<file path="config.mk">
export PLATFORM = sky130hd
export DESIGN_NAME = vc_tag_array_flat
export DESIGN_NICKNAME = d
export VERILOG_FILES = /design/src/rtl/vc_tag_array_pkg.sv /design/src/rtl/vc_tag_array_if.sv /design/src/rtl/vc_tag_array_lru.sv /design/src/rtl/vc_tag_array.sv /design/src/flat_wrapper.sv
export SDC_FILE = /design/constraint.sdc
export NUM_CORES = 1
export LEC_CHECK = 0
export BUFFER_PORTS_ARGS = -buffer_cell sky130_fd_sc_hd__buf_4
export CAP_MARGIN = 15
export CORE_MARGIN = 2
export CORE_UTILIZATION = 40
export CTS_CLUSTER_DIAMETER = 60
export CTS_CLUSTER_SIZE = 30
export DETAILED_ROUTE_END_ITERATION = 8
export PLACE_DENSITY = 0.62
export SKIP_CTS_REPAIR_TIMING = 1
export SLEW_MARGIN = 20
export SYNTH_ARGS = -nofsm -noshare
export SYNTH_HDL_FRONTEND = slang
export SYNTH_SLANG_ARGS = --single-unit
</file>
<file path="constraint.sdc">
create_clock -name clk_i -period 2.6 [get_ports clk_i]
set_input_delay 0.39 -clock clk_i [delete_from_list [all_inputs] [get_ports clk_i]]
set_output_delay 0.39 -clock clk_i [all_outputs]
set_load 0.01 [all_outputs]
</file>
<file path="src/rtl/vc_tag_array_pkg.sv">
// Shared types and helpers for the victim-cache tag store.
// Way indices are carried at the maximum width and narrowed by each user.
package vc_tag_array_pkg;

  localparam int VC_LKP_MAX      = 4;
  localparam int VC_WAYS_EXP_MAX = 4;
  localparam int VC_WAYS_MAX     = 2 ** VC_WAYS_EXP_MAX;

  typedef logic [VC_WAYS_EXP_MAX-1:0] vc_way_t;

  // Lowest set bit wins; an all-zero vector returns 0.
  function automatic vc_way_t vc_first_one(input logic [VC_WAYS_MAX-1:0] vec);
    vc_way_t idx;
    idx = '0;
    for (int i = VC_WAYS_MAX - 1; i >= 0; i--) begin
      if (vec[i]) idx = vc_way_t'(i);
    end
    return idx;
  endfunction

endpackage

</file>
<file path="src/rtl/vc_tag_array_if.sv">
// Request/result bundle of the victim-cache tag store.
// No flow control: every request is accepted in the cycle it is presented.
interface vc_tag_array_if #(
  parameter int AWT         = 32,
  parameter int WORD_SEL    = 4,
  parameter int TAG_WT_VC   = AWT - WORD_SEL - 2,
  parameter int VC_WAYS_EXP = 2,
  parameter int NUM_LKP     = 2
);
  localparam int VC_WAYS = 2 ** VC_WAYS_EXP;

  logic                           wr_en_i;
  logic [VC_WAYS_EXP-1:0]         wr_way_i;
  logic [TAG_WT_VC-1:0]           wr_tag_i;
  logic                           clear_all_i;
  logic                           clear_line_i;
  logic [VC_WAYS_EXP-1:0]         clear_way_i;
  logic                           touch_en_i;
  logic [VC_WAYS_EXP-1:0]         touch_way_i;
  logic [NUM_LKP-1:0]             lkp_en_i;
  logic [NUM_LKP*TAG_WT_VC-1:0]   lkp_tag_i;
  logic [NUM_LKP-1:0]             hit_o;
  logic [NUM_LKP*VC_WAYS_EXP-1:0] hit_way_o;
  logic [VC_WAYS_EXP-1:0]         alloc_way_o;
  logic                           full_o;
  logic [VC_WAYS-1:0]             valid_o;

  modport master (
    output wr_en_i, wr_way_i, wr_tag_i, clear_all_i, clear_line_i, clear_way_i,
           touch_en_i, touch_way_i, lkp_en_i, lkp_tag_i,
    input  hit_o, hit_way_o, alloc_way_o, full_o, valid_o
  );

  modport slave (
    input  wr_en_i, wr_way_i, wr_tag_i, clear_all_i, clear_line_i, clear_way_i,
           touch_en_i, touch_way_i, lkp_en_i, lkp_tag_i,
    output hit_o, hit_way_o, alloc_way_o, full_o, valid_o
  );
endinterface

</file>
<file path="src/rtl/vc_tag_array_lru.sv">
// True-LRU age registers for the victim cache; ages form a permutation, 0 = MRU.
module vc_lru_age #(
  parameter int VC_WAYS_EXP = 2
) (
  input  logic                   clk_i,
  input  logic                   rst_i,
  input  logic                   upd_en_i,
  input  logic [VC_WAYS_EXP-1:0] upd_way_i,
  output logic [VC_WAYS_EXP-1:0] lru_way_o
);
  localparam int VC_WAYS = 2 ** VC_WAYS_EXP;
  typedef logic [VC_WAYS_EXP-1:0] age_t;

  age_t age_q   [VC_WAYS];
  age_t age_nxt [VC_WAYS];
  age_t upd_age;

  always_comb begin
    upd_age = age_q[upd_way_i];
    for (int i = 0; i < VC_WAYS; i++) begin
      age_nxt[i] = age_q[i];
      if (upd_en_i) begin
        if (age_t'(i) == upd_way_i)  age_nxt[i] = '0;
        else if (age_q[i] < upd_age) age_nxt[i] = age_q[i] + 1'b1;
      end
    end
  end

  always_comb begin
    lru_way_o = '0;
    for (int i = 0; i < VC_WAYS; i++) begin
      if (age_q[i] == '1) lru_way_o = age_t'(i);
    end
  end

  always_ff @(posedge clk_i or negedge rst_i) begin
    if (!rst_i) begin
      for (int i = 0; i < VC_WAYS; i++) age_q[i] <= age_t'(i);
    end else begin
      for (int i = 0; i < VC_WAYS; i++) age_q[i] <= age_nxt[i];
    end
  end

endmodule

</file>
<file path="src/rtl/vc_tag_array.sv">
// Fully-associative victim-cache tag store with registered lookups and write bypass.
// Optional per-way even parity when VC_TAG_PARITY_EN is defined.
module vc_tag_array
  import vc_tag_array_pkg::*;
#(
  parameter int AWT         = 32,
  parameter int WORD_SEL    = 4,
  parameter int TAG_WT_VC   = AWT - WORD_SEL - 2,
  parameter int VC_WAYS_EXP = 2,
  parameter int NUM_LKP     = 2
) (
  input  logic          clk_i,
  input  logic          rst_i,
  vc_tag_array_if.slave bus
`ifdef VC_TAG_PARITY_EN
  , output logic        par_err_o
`endif
);
  localparam int VC_WAYS  = 2 ** VC_WAYS_EXP;
  localparam int LKP_PORTS = (NUM_LKP > VC_LKP_MAX) ? VC_LKP_MAX : NUM_LKP;

  typedef logic [TAG_WT_VC-1:0]   tag_t;
  typedef logic [VC_WAYS_EXP-1:0] way_t;

  tag_t                           tag_q   [VC_WAYS];
  tag_t                           tag_nxt [VC_WAYS];
  logic [VC_WAYS-1:0]             valid_q, valid_nxt;
  logic [NUM_LKP-1:0]             hit_d, hit_q;
  logic [NUM_LKP*VC_WAYS_EXP-1:0] hit_way_d, hit_way_q;
  logic                           do_clr_all, do_clr_line, do_wr, do_touch;
  logic [VC_WAYS_MAX-1:0]         free_ext;
  way_t                           lru_way;

  // One state action per cycle; a touch only lands in an otherwise idle cycle.
  assign do_clr_all  = bus.clear_all_i;
  assign do_clr_line = ~bus.clear_all_i & bus.clear_line_i;
  assign do_wr       = ~bus.clear_all_i & ~bus.clear_line_i & bus.wr_en_i;
  assign do_touch    = ~bus.clear_all_i & ~bus.clear_line_i & ~bus.wr_en_i & bus.touch_en_i;

`ifdef VC_TAG_PARITY_EN
  logic [VC_WAYS-1:0] par_q, par_nxt, par_bad, fail_or;
  logic [VC_WAYS-1:0] fail_vec [LKP_PORTS];
  logic [VC_WAYS_MAX-1:0] fail_ext;
  logic               inv_pend_q, par_err_q, do_par_inv;
  way_t               inv_way_q;

  assign do_par_inv = inv_pend_q & ~bus.clear_all_i & ~bus.clear_line_i & ~bus.wr_en_i;
`endif

  always_comb begin
    valid_nxt = valid_q;
    for (int i = 0; i < VC_WAYS; i++) tag_nxt[i] = tag_q[i];
`ifdef VC_TAG_PARITY_EN
    par_nxt = par_q;
`endif
    if (do_clr_all) begin
      valid_nxt = '0;
    end else if (do_clr_line) begin
      valid_nxt[bus.clear_way_i] = 1'b0;
    end else if (do_wr) begin
      valid_nxt[bus.wr_way_i] = 1'b1;
      tag_nxt[bus.wr_way_i]   = bus.wr_tag_i;
`ifdef VC_TAG_PARITY_EN
      par_nxt[bus.wr_way_i]   = ^bus.wr_tag_i;
    end else if (do_par_inv) begin
      valid_nxt[inv_way_q] = 1'b0;
`endif
    end
  end

`ifdef VC_TAG_PARITY_EN
  always_comb begin
    for (int i = 0; i < VC_WAYS; i++) par_bad[i] = par_nxt[i] ^ (^tag_nxt[i]);
  end
`endif

  // Lookups compare against the post-update table, which gives the write bypass.
  for (genvar p = 0; p < LKP_PORTS; p++) begin : g_lkp
    tag_t                   lkp_tag;
    logic [VC_WAYS-1:0]     tag_eq, hit_vec;
    logic [VC_WAYS_MAX-1:0] hit_ext;

    assign lkp_tag = bus.lkp_tag_i[p*TAG_WT_VC +: TAG_WT_VC];

    always_comb begin
      for (int i = 0; i < VC_WAYS; i++) tag_eq[i] = valid_nxt[i] && (tag_nxt[i] == lkp_tag);
    end

`ifdef VC_TAG_PARITY_EN
    assign hit_vec     = tag_eq & ~par_bad;
    assign fail_vec[p] = bus.lkp_en_i[p] ? (tag_eq & par_bad) : '0;
`else
    assign hit_vec = tag_eq;
`endif

    always_comb begin
      hit_ext                = '0;
      hit_ext[VC_WAYS-1:0]   = hit_vec;
    end

    assign hit_d[p] = bus.lkp_en_i[p] & (|hit_vec);
    assign hit_way_d[p*VC_WAYS_EXP +: VC_WAYS_EXP] = hit_d[p] ? way_t'(vc_first_one(hit_ext)) : '0;
  end

`ifdef VC_TAG_PARITY_EN
  always_comb begin
    fail_or = '0;
    for (int p = 0; p < LKP_PORTS; p++) fail_or = fail_or | fail_vec[p];
    fail_ext              = '0;
    fail_ext[VC_WAYS-1:0] = fail_or;
  end
`endif

  always_ff @(posedge clk_i or negedge rst_i) begin
    if (!rst_i) begin
      for (int i = 0; i < VC_WAYS; i++) tag_q[i] <= '0;
      valid_q   <= '0;
      hit_q     <= '0;
      hit_way_q <= '0;
`ifdef VC_TAG_PARITY_EN
      par_q      <= '0;
      inv_pend_q <= 1'b0;
      inv_way_q  <= '0;
      par_err_q  <= 1'b0;
`endif
    end else begin
      for (int i = 0; i < VC_WAYS; i++) tag_q[i] <= tag_nxt[i];
      valid_q   <= valid_nxt;
      hit_q     <= hit_d;
      hit_way_q <= hit_way_d;
`ifdef VC_TAG_PARITY_EN
      par_q      <= par_nxt;
      inv_pend_q <= |fail_or;
      inv_way_q  <= way_t'(vc_first_one(fail_ext));
      par_err_q  <= |fail_or;
`endif
    end
  end

  vc_lru_age #(.VC_WAYS_EXP(VC_WAYS_EXP)) u_lru (
    .clk_i     (clk_i),
    .rst_i     (rst_i),
    .upd_en_i  (do_wr | do_touch),
    .upd_way_i (do_wr ? bus.wr_way_i : bus.touch_way_i),
    .lru_way_o (lru_way)
  );

  always_comb begin
    free_ext              = '0;
    free_ext[VC_WAYS-1:0] = ~valid_q;
  end

  assign bus.alloc_way_o = (|free_ext) ? way_t'(vc_first_one(free_ext)) : lru_way;
  assign bus.full_o      = &valid_q;
  assign bus.valid_o     = valid_q;
  assign bus.hit_o       = hit_q;
  assign bus.hit_way_o   = hit_way_q;
`ifdef VC_TAG_PARITY_EN
  assign par_err_o = par_err_q;
`endif

endmodule

</file>
<file path="src/flat_wrapper.sv">
// flat-port wrapper written by rule: the top's interface ports become plain ports
module vc_tag_array_flat import vc_tag_array_pkg::*;
#(
  parameter int AWT         = 32,
  parameter int WORD_SEL    = 4,
  parameter int TAG_WT_VC   = AWT - WORD_SEL - 2,
  parameter int VC_WAYS_EXP = 2,
  parameter int NUM_LKP     = 2
)
  (clk_i, rst_i, bus_wr_en_i, bus_wr_way_i, bus_wr_tag_i, bus_clear_all_i, bus_clear_line_i, bus_clear_way_i, bus_touch_en_i, bus_touch_way_i, bus_lkp_en_i, bus_lkp_tag_i, bus_hit_o, bus_hit_way_o, bus_alloc_way_o, bus_full_o, bus_valid_o);
  vc_tag_array_if #(.AWT(AWT), .WORD_SEL(WORD_SEL), .TAG_WT_VC(TAG_WT_VC), .VC_WAYS_EXP(VC_WAYS_EXP), .NUM_LKP(NUM_LKP)) bus_i ();
  input  logic clk_i;
  input  logic rst_i;
  input wire logic [$bits(bus_i.wr_en_i)-1:0] bus_wr_en_i;
  input wire logic [$bits(bus_i.wr_way_i)-1:0] bus_wr_way_i;
  input wire logic [$bits(bus_i.wr_tag_i)-1:0] bus_wr_tag_i;
  input wire logic [$bits(bus_i.clear_all_i)-1:0] bus_clear_all_i;
  input wire logic [$bits(bus_i.clear_line_i)-1:0] bus_clear_line_i;
  input wire logic [$bits(bus_i.clear_way_i)-1:0] bus_clear_way_i;
  input wire logic [$bits(bus_i.touch_en_i)-1:0] bus_touch_en_i;
  input wire logic [$bits(bus_i.touch_way_i)-1:0] bus_touch_way_i;
  input wire logic [$bits(bus_i.lkp_en_i)-1:0] bus_lkp_en_i;
  input wire logic [$bits(bus_i.lkp_tag_i)-1:0] bus_lkp_tag_i;
  output wire logic [$bits(bus_i.hit_o)-1:0] bus_hit_o;
  output wire logic [$bits(bus_i.hit_way_o)-1:0] bus_hit_way_o;
  output wire logic [$bits(bus_i.alloc_way_o)-1:0] bus_alloc_way_o;
  output wire logic [$bits(bus_i.full_o)-1:0] bus_full_o;
  output wire logic [$bits(bus_i.valid_o)-1:0] bus_valid_o;
  assign bus_i.wr_en_i = bus_wr_en_i;
  assign bus_i.wr_way_i = bus_wr_way_i;
  assign bus_i.wr_tag_i = bus_wr_tag_i;
  assign bus_i.clear_all_i = bus_clear_all_i;
  assign bus_i.clear_line_i = bus_clear_line_i;
  assign bus_i.clear_way_i = bus_clear_way_i;
  assign bus_i.touch_en_i = bus_touch_en_i;
  assign bus_i.touch_way_i = bus_touch_way_i;
  assign bus_i.lkp_en_i = bus_lkp_en_i;
  assign bus_i.lkp_tag_i = bus_lkp_tag_i;
  assign bus_hit_o = bus_i.hit_o;
  assign bus_hit_way_o = bus_i.hit_way_o;
  assign bus_alloc_way_o = bus_i.alloc_way_o;
  assign bus_full_o = bus_i.full_o;
  assign bus_valid_o = bus_i.valid_o;
  vc_tag_array #(.AWT(AWT), .WORD_SEL(WORD_SEL), .TAG_WT_VC(TAG_WT_VC), .VC_WAYS_EXP(VC_WAYS_EXP), .NUM_LKP(NUM_LKP)) u_core (.clk_i(clk_i), .rst_i(rst_i), .bus(bus_i));
endmodule
</file>
* Word level (Yosys, flattened, before mapping)
Cells that the tools add are included.
** Word-level totals
- Register bits :: 122
- Input port bits :: 92
- Output and inout port bits :: 13
- Logic and storage cells :: 124
** Operators by class
- $add $sub $neg :: 4
- Order comparisons :: 11
- Equality and inequality tests :: 14
- Multiplexer cells :: 43
- Bitwise logic cells :: 17
- Reduce and logical (&&, ||, !) cells :: 24
** Operators by type and width (count)
- 2-to-1 mux 104 bit :: 3
- equality test 26 bit :: 8
- bitwise mux 104 bit :: 1
- 2-to-1 mux 2 bit :: 28
- demux 26 bit (select 2 bit) :: 1
- 2-to-1 mux 26 bit :: 1
- 2-to-1 mux 4 bit :: 3
- OR reduction 4 bit :: 3
- logical AND 1 bit :: 11
- adder 2 x 1 -> 2 bit (second input constant) :: 4
- < comparator 2 bit :: 4
- NOT 4 bit :: 2
- AND reduction 2 bit :: 4
- nonzero test 2 bit :: 4
- AND 1 bit :: 7
- equality test 2 bit (second input constant) :: 3
- >= comparator 3 bit (second input constant) :: 2
- < comparator 2 x 3 -> 1 bit (second input constant) :: 2
- NOT 2 -> 3 bit :: 2
- AND 4 bit :: 1
- binary-select mux 2 bit (select 2 bit) :: 1
- demux 1 bit (select 2 bit) :: 2
- equality test 2 bit (first input constant) :: 2
- >= comparator 2 x 1 -> 1 bit (second input constant) :: 2
- 8 further kinds :: 12

* Depth between registers and ports, before layout
- Depth after elaboration :: 16
- Mapped depth :: 12
- Depth with buffers taken out :: 11

* By module
From an unflattened synthesis, not the netlist that was laid out.
** Second synthesis, totals
- Cells, all modules :: 1068
- Area total of the unflattened synthesis :: 8971.1 µm²
** Modules (own cells, without submodules)
- vc_tag_array :: instances 1, cells each 986, area each 8181.6 µm², seq. area each 2852.7 µm²
- vc_lru_age :: instances 1, cells each 82, area each 789.5 µm², seq. area each 205.2 µm²

* Least setup slack after synthesis
No wires, ideal clock.
- Kind :: input to register
- Start :: input port bus_clear_line_i
- End :: register u_core.u_lru.age_q[0] in the netlist's numbering
- Library setup time :: 0.060 ns
- Data arrival time :: 2.867 ns
- Data required time :: 2.540 ns
- Slack :: -0.327 ns
- Cell stages on the path :: 9
- Buffers on the path :: 1
- Cells stage by stage :: buf_6 nor3b_1 mux2i_1 mux2_2 o21ai_0 ha_1 a21oi_1 nor3b_1 mux2_2
** Between the ends
- Longest elaborated chain between the ends :: 11
- Elaborated cells between the ends (all ways) :: 16
- Classes of those cells :: order compare (1); eq/ne (1); mux (5); bitwise (7); reduce/logical (2)
** RTL lines
- start, declared :: line flat_wrapper.sv:18 : input wire logic [$bits(bus_i.clear_line_i)-1:0] bus_clear_line_i;
- NOT 1 bit (*) :: line vc_tag_array.sv:37, vc_tag_array.sv:38
- AND 1 bit (*) :: line vc_tag_array.sv:37, vc_tag_array.sv:38
- AND 1 bit :: line vc_tag_array.sv:37 : assign do_wr = ~bus.clear_all_i & ~bus.clear_line_i & bus.wr_en_i;
- 2-to-1 mux 2 bit :: line vc_tag_array.sv:144 : .upd_way_i (do_wr ? bus.wr_way_i : bus.touch_way_i),
- NOT 2 -> 3 bit (not written as such) :: line vc_tag_array_lru.sv:19 : upd_age = age_q[upd_way_i];
- binary-select mux 2 bit (select 2 bit) :: line vc_tag_array_lru.sv:19
- 2-to-1 mux 2 bit (not written as such) (2 in a row) :: line vc_tag_array_lru.sv:19
- < comparator 2 bit :: line vc_tag_array_lru.sv:24 : else if (age_q[i] < upd_age) age_nxt[i] = age_q[i] + 1'b1;
- nonzero test 2 bit (no line)
- AND reduction 2 bit (no line)
- end, declared :: line vc_tag_array_lru.sv:14 : age_t age_q [VC_WAYS];
Every way passes the cells marked *; elsewhere a longest branch is shown, timed or not. The select of a mux whose other input is x is not followed.
A chain may end at the register's enable or synchronous reset.

* Worst setup path in the final report
- Start :: input port bus_wr_way_i[0]
- End :: register u_core.hit_way_q[1], in the netlist u_core.bus.hit_way_o[1]
** Between the ends
- Longest elaborated chain between the ends :: 16
- Elaborated cells between the ends (all ways) :: 34
- Classes of those cells :: order compare (4); eq/ne (4); mux (16); bitwise (3); reduce/logical (7)
** RTL lines
- start, declared :: line flat_wrapper.sv:15 : input wire logic [$bits(bus_i.wr_way_i)-1:0] bus_wr_way_i;
- NOT 2 -> 3 bit (not written as such) :: line vc_tag_array.sv:62 : tag_nxt[bus.wr_way_i] = bus.wr_tag_i;
- >= comparator 3 bit (not written as such) / < comparator 3 x 1 -> 1 bit (equally long branches) :: line vc_tag_array.sv:62
- logical AND 1 bit (not written as such) :: line vc_tag_array.sv:62
- 2-to-1 mux 26 bit (not written as such) :: line vc_tag_array.sv:62
- demux 26 bit (select 2 bit) :: line vc_tag_array.sv:62
- bitwise mux 104 bit :: line vc_tag_array.sv:62
- 2-to-1 mux 104 bit :: line vc_tag_array.sv:60 : end else if (do_wr) begin
- 2-to-1 mux 104 bit :: line vc_tag_array.sv:58 : end else if (do_clr_line) begin
- 2-to-1 mux 104 bit :: line vc_tag_array.sv:56 : if (do_clr_all) begin
- equality test 26 bit :: line vc_tag_array.sv:86 : for (int i = 0; i < VC_WAYS; i++) tag_eq[i] = valid_nxt[i] && (tag_nxt[i] == lkp_tag);
- logical AND 1 bit :: line vc_tag_array.sv:86
- 2-to-1 mux 2 bit (4 in a row) :: line vc_tag_array_pkg.sv:16 : if (vec[i]) idx = vc_way_t'(i);
- 2-to-1 mux 2 bit (*) :: line vc_tag_array.sv:102 : assign hit_way_d[p*VC_WAYS_EXP +: VC_WAYS_EXP] = hit_d[p] ? way_t'(vc_first_one(hit_ext)) : '0;
- via u_core.hit_way_d[1] :: line vc_tag_array.sv:29 : logic [NUM_LKP*VC_WAYS_EXP-1:0] hit_way_d, hit_way_q;
- end signal, assigned :: line vc_tag_array.sv:130 : hit_way_q <= hit_way_d;
- end, declared :: line vc_tag_array.sv:29
The timed path passes the listed nets; every way through them passes the cells marked *.

==> results.yml <==
status:
  status: "finished, final reports clean"
synthesis:
  synth_seq_cells: 122
  syn_avg_cell_area_sq_um: 8.235
  synthFlopType: "dfrtp_1"
  syn_inst: 1105
  yosysUniqueCellTypes: 78
  synthArstFlopShare_pct: 100.0
  seq_area_frac_synth_pct: 33.60
  syn-cell-area_sq_um: 9100
  synth_edf_count: 0
  synth_warnings: 0
  syn-num-nets: 1204
floorplan:
  start_util_pct: 40.44
  chipWidth_um: 154.8
  rows: 55
  die-area_sq_um: 23970
  die_y_um: 154.8
  io_pins: 105
  core_area_sq_um: 22500
global_route:
  grt_pass1_vias: 10670
  grt_max_degree: 44
  track_usage_pct: 46.04
  grt_antenna_before_repair: 1
  overflow: 0
  grt_pass1_wl_um: 76730
drt:
  firstDrtPassIters: 6
  finalWirelength_um: 54660
  wl_per_cell_um: 31.98
  vias: 10710
  ant_nets: 0
  drt_iter0_drc: 1667
  via_per_inst: 6.264
  drc: 0
sta:
  slew-limit-headroom_pct: 44.47
  maxSlewViolCount: 0
  period_minus_slack_ps: 2463
  skew_ps: 11.33
  finalHoldViolations: 0
  tightest_slew_ps: 829.3
  report.final.setup_viol: 0
  tns_ps: 0
  rsz0062_at_grt: "false"
  fmax_ghz: 0.4060
  hold_slack_ps: 11.19
  period_share_pct: 94.74
finish:
  area_growth_pct: 38.99
  layout-drive-gt1-share_pct: 30.85
  finish.utilization_pct: 56.21
  fillers: 2150
  fin_nets: 1509
worst_setup_path:
  critPathKind: "in2reg"
  cp-end-kind: "flop"
  worst_setup_path_start_kind: "input port"
  cp.arrival_ps: 2780
  critPathRequiredTime_ps: 2920
  cp_max_fo: 9
  slowest_delay_ps: 490
  critical_path.slowest_cell: "a2111oi_0"
  path_cells: "buf_4 -> or3b_1 -> nor2_2 -> buf_12 -> mux2i_2 -> xnor2_1 -> a2111oi_0 -> nand4_1 -> nand2_1 -> and3b_1"
cts:
  clk_latency_ps: 430
  cts.reportedPaths.clkPinSlew_ps: 60
  htree_levels: 4
  clockBufferDepth: 2
  cts_tree: "done"
  cts.sinks: 122
  cts_made_buffers: 17
  cts_root_buf: "clkbuf_16"
placement:
  gp_congestion: 1.100
  portBuffers: 104
  hpwl_um: 44790
job:
  drv_cap: 0
hold_path:
  hp-class: "in2async"
pwr:
  p_leak_nw: 6.041
  peakVddDrop_uv: 482.3
  p_per_area_nw_per_um2: 664.6
## worst max-delay path: cells and delay by family
family / cells / cell delay [ps]
xor+xnor: 1 / 100
simple gates: 5 / 1180
compound gates: 1 / 490
buf+inv: 2 / 290
mux: 1 / 310
## cell families (layout without fill, tap and decap cells)
family | Yosys count | count (layout) | share of synthesized area (%)
AND/OR/NAND/NOR | 341 | 341 | 19.69
AO/OA/AOI/OAI | 269 | 269 | 19.70
buffers and inverters | 188 | 506 | 8.085
XOR/XNOR | 143 | 143 | 13.76
flip-flops | 122 | 122 | 33.60
multiplexers | 35 | 35 | 4.194
adder cells (fa/ha/maj) | 7 | 7 | 0.9624
other | 0 | 1 | 0
## worst paths after layout
check / startpoint / endpoint / slack, ps / cells past startpoint
worst min-delay path: rst_i / u_core.tag_q[4] / 10 / 1
worst max register to register: u_core.tag_q[73] / u_core.bus.hit_way_o[1] / 140 / 8
worst min register to register: u_core.u_lru.age_q[3] / u_core.u_lru.age_q[3] / 540 / 2
max in group asynchronous: rst_i / u_core.tag_q[68] / 1910 / 2
min in group clk_i: bus_lkp_en_i[1] / u_core.bus.hit_o[1] / 170 / 2
worst max-delay path: bus_wr_way_i[0] / u_core.bus.hit_way_o[1] / 140 / 10
## layout make-up
class	instances	area, sq um	share of cell area, %
Antenna cell	1	2.502	0.01978
Multi-Input combinational cell	795	5383	42.56
Timing Repair Buffer	365	2878	22.75
Tap cell	285	356.6	2.819
Clock buffer	18	439.2	3.472
Clock inverter	14	122.6	0.9694
Inverter	109	409.1	3.235
Sequential cell	122	3058	24.18
## cell usage in the layout (no fill, tap or decap), types with 7 or more instances in the layout
master / count
nor4_1: 29
inv_1: 108
xor2_1: 50
nor2_1: 31
nand4_1: 18
buf_12: 11
nand2_1: 111
o2111ai_1: 14
o221ai_1: 10
o21ai_0: 74
xnor2_1: 92
a221oi_1: 8
a211oi_1: 7
dfrtp_1: 118
mux2_2: 14
ha_1: 7
or4_1: 7
a2111oi_0: 8
a31oi_1: 9
nand3_1: 29
a22o_1: 9
nand2b_1: 38
clkbuf_16: 17
o211ai_1: 11
o22ai_1: 30
nor3_1: 26
buf_4: 354
a21oi_1: 41
mux2i_1: 15
nor2b_1: 10
## stage by stage
step	cell area (sq um)	power [W]	instances	worst slack (ps)
2_1_floorplan	9128	0.004270	1105	2.640
3_3_place_gp	12030	0.005845	1676	-294.7
3_5_place_dp	12030	0.005875	1676	-336.8
4_1_cts	12590	0.008260	1708	-61.24
5_1_grt	12650	0.008705	1708	12.83
6_report	12650	0.008406	1709	136.7
## state kept, by name (all words and copies together), names as in the netlist
signal,flops
u_core.tag_q,104
u_core.u_lru.age_q,8
u_core.bus.hit_way_o,4
u_core.bus.valid_o,4
u_core.bus.hit_o,2
## per-layer routing
| metal | share of wire [%] | up-vias | global-route usage (%) | wire length [um] |
|---|---|---|---|---|
| met5 | 0 | - | 0 | 0 |
| met4 | 8.3 | 0 | 30.20 | 4542 |
| met3 | 13 | 224 | 14.40 | 6990 |
| met2 | 41 | 847 | 66.31 | 22330 |
| met1 | 38 | 5124 | 59.35 | 20800 |
| li1 | - | 4511 | - | - |
## power breakdown
part	switching (W)	leakage, nW	internal, W
combinational	0.00180	4.25	0.00144
clock	0.00106	0.265	0.00134
sequential	0.000423	1.52	0.00234
## synth_stat cells, types with 11 or more instances
cell / number / area, sq um
a21oi_1: 41 / 205.2
clkbuf_1: 64 / 240.2
dfrtp_1: 118 / 2953
inv_1: 108 / 405.4
mux2_2: 14 / 157.7
mux2i_1: 19 / 190.2
nand2_1: 111 / 416.7
nand2b_1: 38 / 237.7
nand3_1: 29 / 145.1
nand4_1: 18 / 112.6
nor2_1: 32 / 120.1
nor3_1: 27 / 135.1
nor4_1: 31 / 193.9
o2111ai_1: 14 / 122.6
o211ai_1: 11 / 82.58
o21ai_0: 76 / 380.4
o22ai_1: 30 / 187.7
xnor2_1: 93 / 814.5
xor2_1: 50 / 437.9
Note: power is estimated with default switching activity, not from simulation.
